File: src/rtl/operand_feeder_pkg.sv
// Shared defaults, state encoding and counter width for the operand gate feeder.
package operand_feeder_pkg;

    localparam int unsigned W_DEF      = 4;
    localparam int unsigned DEPTH_DEF  = 4;
    localparam int unsigned SKIP_W     = 16;

    typedef enum logic [1:0] {
        IDLE  = 2'd0,
        ISSUE = 2'd1,
        FLUSH = 2'd2
    } feeder_state_e;

endpackage

File: src/rtl/operand_fifo.sv
// Operand-pair FIFO: power-of-two depth, wrapping pointers, occupancy count, flush clear.
module operand_fifo
    import operand_feeder_pkg::*;
#(
    parameter int unsigned W     = W_DEF,
    parameter int unsigned DEPTH = DEPTH_DEF,
    parameter int unsigned AW    = $clog2(DEPTH),
    parameter int unsigned CW    = $clog2(DEPTH) + 1
) (
    input  logic          clk,
    input  logic          rst,
    input  logic          clr_i,
    input  logic          push_i,
    input  logic          pop_i,
    input  logic [W-1:0]  wr_a_i,
    input  logic [W-1:0]  wr_b_i,
    output logic [W-1:0]  rd_a_c,
    output logic [W-1:0]  rd_b_c,
    output logic          full_c,
    output logic          empty_c,
    output logic [CW-1:0] count_o
);

    logic [2*W-1:0] mem_q [DEPTH];
    logic [AW-1:0]  wr_ptr_q, wr_ptr_d;
    logic [AW-1:0]  rd_ptr_q, rd_ptr_d;
    logic [CW-1:0]  count_q, count_d;

    always_comb begin
        wr_ptr_d = wr_ptr_q;
        rd_ptr_d = rd_ptr_q;
        count_d  = count_q;
        if (clr_i) begin
            wr_ptr_d = '0;
            rd_ptr_d = '0;
            count_d  = '0;
        end else begin
            if (push_i) wr_ptr_d = AW'(wr_ptr_q + 1'b1);
            if (pop_i)  rd_ptr_d = AW'(rd_ptr_q + 1'b1);
            case ({push_i, pop_i})
                2'b10:   count_d = CW'(count_q + 1'b1);
                2'b01:   count_d = CW'(count_q - 1'b1);
                default: count_d = count_q;
            endcase
        end
    end

    always_ff @(posedge clk) begin
        if (rst) begin
            wr_ptr_q <= '0;
            rd_ptr_q <= '0;
            count_q  <= '0;
        end else begin
            wr_ptr_q <= wr_ptr_d;
            rd_ptr_q <= rd_ptr_d;
            count_q  <= count_d;
        end
    end

    // Storage needs no reset; occupancy is tracked by count_q alone.
    always_ff @(posedge clk) begin
        if (push_i && !clr_i) mem_q[wr_ptr_q] <= {wr_a_i, wr_b_i};
    end

    assign {rd_a_c, rd_b_c} = mem_q[rd_ptr_q];
    assign full_c           = (count_q == CW'(DEPTH));
    assign empty_c          = (count_q == '0);
    assign count_o          = count_q;

endmodule

File: src/rtl/operand_gate_feeder.sv
// Feeds queued operand pairs to an approximate multiplier, gating its enable
// and suppressing back-to-back duplicate pairs.
module operand_gate_feeder
    import operand_feeder_pkg::*;
#(
    parameter int unsigned W     = W_DEF,
    parameter int unsigned DEPTH = DEPTH_DEF
) (
    input  logic              clk,
    input  logic              rst,
    input  logic              flush,
    input  logic              in_valid,
    output logic              in_ready,
    input  logic [W-1:0]      in_a,
    input  logic [W-1:0]      in_b,
    output logic [W-1:0]      mult_a,
    output logic [W-1:0]      mult_b,
    output logic              mult_en,
    output logic [SKIP_W-1:0] skip_count,
    output logic              busy
);

    localparam int unsigned CW = $clog2(DEPTH) + 1;

    feeder_state_e     state_q, state_d;
    logic [W-1:0]      mult_a_q, mult_a_d;
    logic [W-1:0]      mult_b_q, mult_b_d;
    logic              mult_en_q, mult_en_d;
    logic              held_q, held_d;
    logic [SKIP_W-1:0] skip_q, skip_d;

    logic              push_c, pop_c, dup_c;
    logic              full_c, empty_c;
    logic [W-1:0]      rd_a_c, rd_b_c;
    logic [CW-1:0]     count;

    operand_fifo #(
        .W     (W),
        .DEPTH (DEPTH)
    ) u_fifo (
        .clk     (clk),
        .rst     (rst),
        .clr_i   (flush),
        .push_i  (push_c),
        .pop_i   (pop_c),
        .wr_a_i  (in_a),
        .wr_b_i  (in_b),
        .rd_a_c  (rd_a_c),
        .rd_b_c  (rd_b_c),
        .full_c  (full_c),
        .empty_c (empty_c),
        .count_o (count)
    );

    assign in_ready = !full_c && !flush && !rst && (state_q != FLUSH);
    assign push_c   = in_valid && in_ready;
    assign pop_c    = !empty_c && (state_q == ISSUE) && !flush && !rst;
    assign dup_c    = held_q && (rd_a_c == mult_a_q) && (rd_b_c == mult_b_q);

    // Next state plus output-register updates.
    always_comb begin
        state_d   = state_q;
        mult_a_d  = mult_a_q;
        mult_b_d  = mult_b_q;
        mult_en_d = 1'b0;
        held_d    = held_q;
        skip_d    = skip_q;
        if (flush) begin
            state_d = FLUSH;
            held_d  = 1'b0;
        end else begin
            case (state_q)
                IDLE: begin
                    if (!empty_c) state_d = ISSUE;
                end
                ISSUE: begin
                    if (pop_c) begin
                        if (dup_c) begin
                            if (skip_q != '1) skip_d = SKIP_W'(skip_q + 1'b1);
                        end else begin
                            mult_a_d  = rd_a_c;
                            mult_b_d  = rd_b_c;
                            mult_en_d = 1'b1;
                            held_d    = 1'b1;
                        end
                    end
                    if (!push_c && (empty_c || (pop_c && count == CW'(1))))
                        state_d = IDLE;
                end
                FLUSH:   state_d = IDLE;
                default: state_d = IDLE;
            endcase
        end
    end

    always_ff @(posedge clk) begin
        if (rst) begin
            state_q   <= IDLE;
            mult_a_q  <= '0;
            mult_b_q  <= '0;
            mult_en_q <= 1'b0;
            held_q    <= 1'b0;
            skip_q    <= '0;
        end else begin
            state_q   <= state_d;
            mult_a_q  <= mult_a_d;
            mult_b_q  <= mult_b_d;
            mult_en_q <= mult_en_d;
            held_q    <= held_d;
            skip_q    <= skip_d;
        end
    end

    assign mult_a     = mult_a_q;
    assign mult_b     = mult_b_q;
    assign mult_en    = mult_en_q;
    assign skip_count = skip_q;
    assign busy       = !empty_c || mult_en_q;

endmodule
File: config.mk
export PLATFORM = sky130hd
export DESIGN_NAME = operand_gate_feeder
export DESIGN_NICKNAME = d
export VERILOG_FILES = /design/src/rtl/operand_feeder_pkg.sv /design/src/rtl/operand_fifo.sv /design/src/rtl/operand_gate_feeder.sv
export SDC_FILE = /design/constraint.sdc
export NUM_CORES = 1
export LEC_CHECK = 0
export ABC_AREA = 1
export ABC_CLOCK_PERIOD_IN_PS = 3940
export CORE_ASPECT_RATIO = 1.5
export CORE_MARGIN = 2
export CORE_UTILIZATION = 59
export CTS_BUF_LIST = sky130_fd_sc_hd__clkbuf_8 sky130_fd_sc_hd__clkbuf_16
export DETAILED_ROUTE_END_ITERATION = 7
export MAX_ROUTING_LAYER = met4
export PLACE_DENSITY = 0.87
export SYNTH_ARGS = -nofsm -noshare
export SYNTH_HDL_FRONTEND = slang
export SYNTH_SLANG_ARGS = --single-unit
File: constraint.sdc
create_clock -name clk -period 3.94 [get_ports clk]
set_input_delay 0.788 -clock clk [delete_from_list [all_inputs] [get_ports clk]]
set_output_delay 0.788 -clock clk [all_outputs]
set_load 0.05 [all_outputs]
; After elaboration in Yosys (flattened, before gate mapping)
; Memory sizes are Yosys's and may differ from the RTL's. A register that Yosys moved wholly into a read port is not among the register bits.
; Index checks and enable logic that the tools add are counted.
[totals]
wordCells = 72
n_memories = 1
ram_bits = 32
out_inout_bits = 27
reg_bits = 35
[memory_table]
columns = name, words, width, rd, rd_clocked_by_memory_dff, wr, line_no
row1 = u_fifo.mem_q, 4, 8, 1, 1, 1, operand_fifo.sv:24  ; logic [2*W-1:0] mem_q [DEPTH];
[classes]
n_bitwise = 4
n_addsub = 5
mux = 10
reduce_logical = 29
n_eq_ne = 13
[op_table]
columns = operator, n
row1 = "adder 16 x 1 -> 16 bit, second input constant", 1
row2 = "inequality test 16 bit, second input constant", 1
row3 = logical AND 1 bit, 12
row4 = 2-to-1 mux 2 bit, 5
row5 = equality test 4 bit, 2
row6 = one-hot mux 3 bit (2 select lines), 1
row7 = logical NOT 1 bit, 5
row8 = AND reduction 5 bit, 1
row9 = "adder 2 x 1 -> 2 bit, second input constant", 2
row10 = "equality test 2 x 1 -> 1 bit, second input constant", 2
row11 = "inequality test 2 bit, second input constant", 2
row12 = NOT 1 bit, 4
row13 = one-hot mux 2 bit (2 select lines), 1
row14 = AND reduction 2 bit, 2
row15 = AND reduction 4 bit, 1
row16 = OR reduction 4 bit, 1
row17 = "adder 3 x 1 -> 3 bit, second input constant", 1
row18 = "equality test 3 x 1 -> 1 bit, second input constant", 1
row19 = "equality test 3 bit, second input constant", 1
row20 = logical NOT 3 bit, 1
row21 = 2-to-1 mux 1 bit, 3
row22 = "inequality test 3 x 2 -> 1 bit, second input constant", 1
row23 = "inequality test 3 bit, second input constant", 1
row24 = AND reduction 3 bit, 1
row25 = other kinds (7), 8

; Logic depth before layout (Yosys ltp)
[depth]
depth_word = 11
depth_mapped = 16
depth_no_buf = 13

; By module
; A second synthesis with hierarchy kept.
[unflattened]
cells_unflattened = 435
hier_area_um2 = 3438.3
[modules_own_cells]
columns = mod, instances, cells_each, seq_area_each_um2, area_per_inst_um2
row1 = operand_gate_feeder, 1, 298, 560.5, 1788.0
row2 = operand_fifo, 1, 137, 1141.1, 1650.3

; Worst setup path after synthesis
; OpenSTA, ideal clock, no wires.
[synth_timing]
path_kind = input-to-reg
start = in rst
end = reg u_fifo.count_q[2], in the netlist u_fifo.count_o[2]
setup_slack_ns = 0.413
setup_ns = 0.122
cell_stages = 11
n_path_buf = 2
arrival_ns = 3.405
required_ns = 3.818
path_cell_list = clkbuf_1 nor2_1 clkbuf_1 o21ai_0 a21oi_1 nand2_1 ha_1 nor2_1 o21ai_0 o21ai_0 a21oi_1
[synth_between]
elab_chain_len = 6
[synth_lines]
columns = element, line_no
row1 = "start, declared", operand_gate_feeder.sv:10  ; input logic rst,
row2 = logical NOT 1 bit *, operand_gate_feeder.sv:55  ; assign in_ready = !full_c && !flush && !rst && (state_q != FLUSH);
row3 = logical AND 1 bit * (2 in series), operand_gate_feeder.sv:55
row4 = via in_ready, operand_gate_feeder.sv:13  ; output logic in_ready,
row5 = logical AND 1 bit *, operand_gate_feeder.sv:56  ; assign push_c = in_valid && in_ready;
row6 = equality test 2 x 1 -> 1 bit or equality test 2 bit (tied branches), operand_fifo.sv:40  ; case ({push_i, pop_i})
row7 = one-hot mux 3 bit (2 select lines) or nonzero test 2 bit (tied branches), --
row8 = "end signal, assigned", operand_fifo.sv:56  ; count_q <= count_d;
row9 = "end, declared", operand_fifo.sv:27  ; logic [CW-1:0] count_q, count_d;
; The timed path passes the listed nets; every way through them passes the cells marked *.
; A chain may end at the register's enable or synchronous reset.

; Worst setup path in the final report
[layout_timing]
start = in rst
end = out in_ready
[layout_between]
elab_chain_len = 3
[layout_lines]
columns = element, line_no
row1 = logical NOT 1 bit, operand_gate_feeder.sv:55
row2 = logical AND 1 bit (2 in series), operand_gate_feeder.sv:55
row3 = "end, declared", operand_gate_feeder.sv:13
; No other way between the ends.

==> report_table.html <==
<table>
<tr><th>Metric</th><th>Value</th></tr>
<tr><th colspan="2">Run status</th></tr>
<tr><td>Run status</td><td>finished clean</td></tr>
<tr><th colspan="2">Drt</th></tr>
<tr><td>Total vias in the final route</td><td>2763</td></tr>
<tr><td>Number of DRC markers in iteration 0</td><td>203</td></tr>
<tr><td>Residual DRC</td><td>0</td></tr>
<tr><td>Routed wire length per instance</td><td>13.8 um</td></tr>
<tr><td>Via count normalized by instance count</td><td>5.43</td></tr>
<tr><td>Total Wirelength</td><td>7030 um</td></tr>
<tr><td>TritonRoute pass-1 iters</td><td>4</td></tr>
<tr><td>Count of nets left with antenna violations after detail routing</td><td>0</td></tr>
<tr><th colspan="2">STA</th></tr>
<tr><td>Normalized max-slew margin</td><td>0.556</td></tr>
<tr><td>Fin crit period</td><td>3.10 ns</td></tr>
<tr><td>Sum of negative setup slack</td><td>0 ns</td></tr>
<tr><td>Unrepaired setup endpoints after global routing</td><td>false</td></tr>
<tr><td>Endpoints failing setup</td><td>0</td></tr>
<tr><td>Max Clock Freq</td><td>322 MHz</td></tr>
<tr><td>Period Utilization, post-route</td><td>0.788</td></tr>
<tr><td>Final hold violations</td><td>0</td></tr>
<tr><td>Final max-slew violation count</td><td>0</td></tr>
<tr><td>Maximum clock skew at final layout</td><td>0.00863 ns</td></tr>
<tr><td>Actual slew at the worst max-slew pin</td><td>0.664 ns</td></tr>
<tr><td>Smallest setup slack after layout</td><td>0.835 ns</td></tr>
<tr><th colspan="2">Synthesis</th></tr>
<tr><td>Sequential fraction of the synthesis area</td><td>0.507</td></tr>
<tr><td>Synth cell types</td><td>35</td></tr>
<tr><td>Post-Synthesis Net Count</td><td>416</td></tr>
<tr><td>Per-instance average area after synthesis</td><td>8.52 um^2</td></tr>
<tr><td>Syn. warnings</td><td>0</td></tr>
<tr><td>Fraction of synthesized cell area taken by the top area cell type</td><td>0.286</td></tr>
<tr><td>#FFs+latches synth</td><td>69</td></tr>
<tr><td>Cell area after synthesis</td><td>3360 um^2</td></tr>
<tr><td>Top cells by area in the synthesized netlist</td><td>sky130_fd_sc_hd__edfxtp_1 (29%), sky130_fd_sc_hd__dfxtp_1 (22%), sky130_fd_sc_hd__nand2_1 (11%)</td></tr>
<tr><td>Cell type with the largest total area after synthesis</td><td>sky130_fd_sc_hd__edfxtp_1</td></tr>
<tr><td>Cells after Synth</td><td>394</td></tr>
<tr><th colspan="2">Layout</th></tr>
<tr><td>Most common library cell in the layout ignoring fill and taps</td><td>sky130_fd_sc_hd__nand2_1</td></tr>
<tr><td>Total area of multi-input combinational cells</td><td>1370 um^2</td></tr>
<tr><td>Final core occ</td><td>0.720</td></tr>
<tr><td>Growth of design area from synthesis to finish</td><td>17.8%</td></tr>
<tr><td>Flip-flop and latch area</td><td>1700 um^2</td></tr>
<tr><td>Most used cells in the layout excluding fill and tap cells</td><td>sky130_fd_sc_hd__nand2_1 (99), sky130_fd_sc_hd__inv_1 (49), sky130_fd_sc_hd__nor2_1 (46), sky130_fd_sc_hd__dfxtp_1 (37), sky130_fd_sc_hd__clkdlybuf4s50_1 (37)</td></tr>
<tr><td>Proportion of layout cells with a drive suffix above 1</td><td>0.0979</td></tr>
<tr><td>Cell area after layout</td><td>3950 um^2</td></tr>
<tr><td>Number of antenna diodes</td><td>0</td></tr>
<tr><td>Filler Cells Inserted</td><td>399</td></tr>
<tr><td>Final Net Count</td><td>456</td></tr>
<tr><th colspan="2">Worst setup path</th></tr>
<tr><td>Worst reg2reg setup slack</td><td>1.50 ns</td></tr>
<tr><td>Type of the worst setup path</td><td>primary input to primary output</td></tr>
<tr><td>Worst path required time</td><td>3.15 ns</td></tr>
<tr><td>Reg-to-reg endpoint</td><td>skip_count[1]</td></tr>
<tr><td>Kind of cell adding the most delay to the critical path</td><td>buffers and inverters</td></tr>
<tr><td>CP max FO</td><td>8</td></tr>
<tr><td>CP Launch Type</td><td>primary input</td></tr>
<tr><td>Arrival time of data at the critical path endpoint</td><td>2.32 ns</td></tr>
<tr><td>Peak per-stage delay on the critical path</td><td>0.57 ns</td></tr>
<tr><td>Critical path's slowest cell</td><td>sky130_fd_sc_hd__clkdlybuf4s50_1</td></tr>
<tr><td>Path depth of the worst reg2reg path</td><td>11</td></tr>
<tr><td>Critical-path cell list</td><td>clkdlybuf4s50_1 &gt; nor2_1 &gt; o21ai_0 &gt; a21oi_1 &gt; buf_12</td></tr>
<tr><td>Buffering stage count on the worst path with inverters included</td><td>2</td></tr>
<tr><td>Category of the worst setup path capture point</td><td>primary output</td></tr>
<tr><th colspan="2">Power and ir drop</th></tr>
<tr><td>Fraction of power consumed by combinational cells</td><td>0.038</td></tr>
<tr><td>Power Density</td><td>340 nW/um^2</td></tr>
<tr><td>Worst IR drop on VDD</td><td>0.275 mV</td></tr>
<tr><td>Net switching share of the total power</td><td>0.246</td></tr>
<tr><td>Clock network fraction of design power</td><td>0.402</td></tr>
<tr><td>Leakage Power</td><td>1.55 nW</td></tr>
<tr><td>Net switching power</td><td>0.332 mW</td></tr>
<tr><td>Total internal power</td><td>1.01 mW</td></tr>
<tr><td>Relative contribution of sequential cells to total power</td><td>0.560</td></tr>
<tr><th colspan="2">CTS</th></tr>
<tr><td>CTS tree</td><td>built</td></tr>
<tr><td>Inserted Clock Buffers</td><td>9</td></tr>
<tr><td>Total number of H-tree levels</td><td>3</td></tr>
<tr><td>Clock latency at the later pin of the worst-skew pair</td><td>0.36 ns</td></tr>
<tr><td>Post-CTS Setup Bufs</td><td>0</td></tr>
<tr><td>CTS Root Buffer Type</td><td>sky130_fd_sc_hd__clkbuf_8</td></tr>
<tr><td>Number of buffers on the longest clock path</td><td>2</td></tr>
<tr><td>Number of resized instances in the post-cts repair step</td><td>0</td></tr>
<tr><td>Clock-pin slew on the worst setup and hold paths</td><td>0.08 ns</td></tr>
<tr><td>Hold Buf Count CTS</td><td>0</td></tr>
<tr><td>Clock Sink Count</td><td>69</td></tr>
<tr><th colspan="2">Floorplan</th></tr>
<tr><td>Die height</td><td>96.4 um</td></tr>
<tr><td>Die extent in x</td><td>65.6 um</td></tr>
<tr><td>Ports</td><td>39</td></tr>
<tr><td>Full die area</td><td>6320 um^2</td></tr>
<tr><td>Num rows</td><td>33</td></tr>
<tr><td>Initial core utilization</td><td>0.611</td></tr>
<tr><td>Area of the core</td><td>5490 um^2</td></tr>
<tr><th colspan="2">Global routing</th></tr>
<tr><td>Number of global-route vias before repair</td><td>2635</td></tr>
<tr><td>Wire length of the first global-routing pass</td><td>11900 um</td></tr>
<tr><td>Number of antenna violations at the first check in global routing</td><td>0</td></tr>
<tr><td>Maximum number of pins on one net before global-route repair</td><td>20</td></tr>
<tr><td>Congestion Overflow GR</td><td>0</td></tr>
<tr><td>Total routing usage reported by global routing</td><td>0.263</td></tr>
<tr><th colspan="2">Run</th></tr>
<tr><td>Max Cap Violations</td><td>0</td></tr>
<tr><th colspan="2">Place</th></tr>
<tr><td>Hpwl dp</td><td>5240 um</td></tr>
<tr><td>Count of buffers from port buffering</td><td>38</td></tr>
<tr><td>Worst Setup Slack post-DPL</td><td>0.583 ns</td></tr>
<tr><td>Standard cell area after detailed placement</td><td>3760 um^2</td></tr>
<tr><td>Routability Congestion</td><td>0.875</td></tr>
<tr><th colspan="2">Min path</th></tr>
<tr><td>Startpoint of the most critical hold path</td><td>u_fifo.rd_ptr_q[0]</td></tr>
<tr><td>Hold depth</td><td>2</td></tr>
<tr><td>Class of the most critical hold timing path</td><td>register to register</td></tr>
<tr><td>Endpoint of the worst hold-timing path</td><td>u_fifo.rd_ptr_q[0]</td></tr>
</table>
[state kept, by name (all words and copies together) (netlist names), named ones only]
signal	count
skip_count	16
mult_b	4
mult_en	1
held_q	1
u_fifo.rd_ptr_q	2
mult_a	4
u_fifo.mem_q	32
u_fifo.wr_ptr_q	2
state_q	2
u_fifo.count_o	3
[cell usage after synthesis, drive strengths merged]
cell     count
a21oi       16
nand4       19
nor2        51
nor3         5
o2111ai      1
edfxtp      32
buf          9
ha          10
nor4         1
inv         51
nand3b       3
nand2      104
o21ai       19
clkbuf       2
nand3       29
o211ai       1
or2          1
dfxtp       37
xor2         2
o21a         1
[how the worst max path moves through the flow]
stage                    endpoint  start  cells past startpoint  slack [ns]
2_1_floorplan   u_fifo.count_o[2]    rst                     11        0.41
3_3_place_gp   u_fifo.mem_q[3][2]    rst                      6        0.75
3_5_place_dp    u_fifo.count_o[2]    rst                     10        0.58
4_1_cts                  in_ready    rst                      5        0.84
5_1_grt                  in_ready    rst                      5        0.73
6_report                 in_ready    rst                      5        0.84
[through the flow]
stage	total power, mW	hold slack (ns)	cells
final	1.35	0.480	509
after global routing	1.38	0.534	509
after CTS	1.36	0.483	509
after detailed placement	0.821	0.471	493
after global placement	0.819	0.464	493
after floorplan	0.795	0.436	394
[cells by family (layout without fill, tap and decap cells)]
logic type / Yosys count / after routing / share of synthesized area
xor gates and xnor gates: 2 / 2 / 0.00746
buffers and inverters: 62 / 107 / 0.0835
adders and majority gates: 10 / 10 / 0.0373
DFF: 69 / 69 / 0.507
AOI/OAI and AO/OA: 38 / 38 / 0.0593
and+or+nand+nor: 213 / 213 / 0.305
[power by group through the flow]
stage	clock (mW)	sequential [mW]	combinational, mW
after floorplan	0	0.770	0.0252
after global placement	0	0.770	0.0488
after detailed placement	0	0.770	0.0510
after CTS	0.554	0.753	0.0512
after global routing	0.574	0.754	0.0560
final	0.542	0.753	0.0509
[cell type report]
type	instances	share of cell area
multi-input combinational	263	0.348
timing repair buffer	40	0.103
clock buffer	9	0.0313
tap	70	0.0222
clock inverter	7	0.0161
inverter	51	0.0497
sequential	69	0.431
[per-layer routing]
layer  vias up  routed length [um]  share of wire  global-route usage
li1       1369                   -              -                   -
met1      1283                2560           0.36               0.255
met2        84                3910           0.56               0.486
met3        27                 300          0.043              0.0515
met4         0                 257          0.037               0.144
met5         -                   0              0                   -
[tightest hold or removal path, cell delays in order (launching register included)]
cell and delay (ns):
sky130_fd_sc_hd__dfxtp_1 0.30, sky130_fd_sc_hd__inv_1 0.07, sky130_fd_sc_hd__a21oi_1 0.06
(Power assumes the default switching activity.)
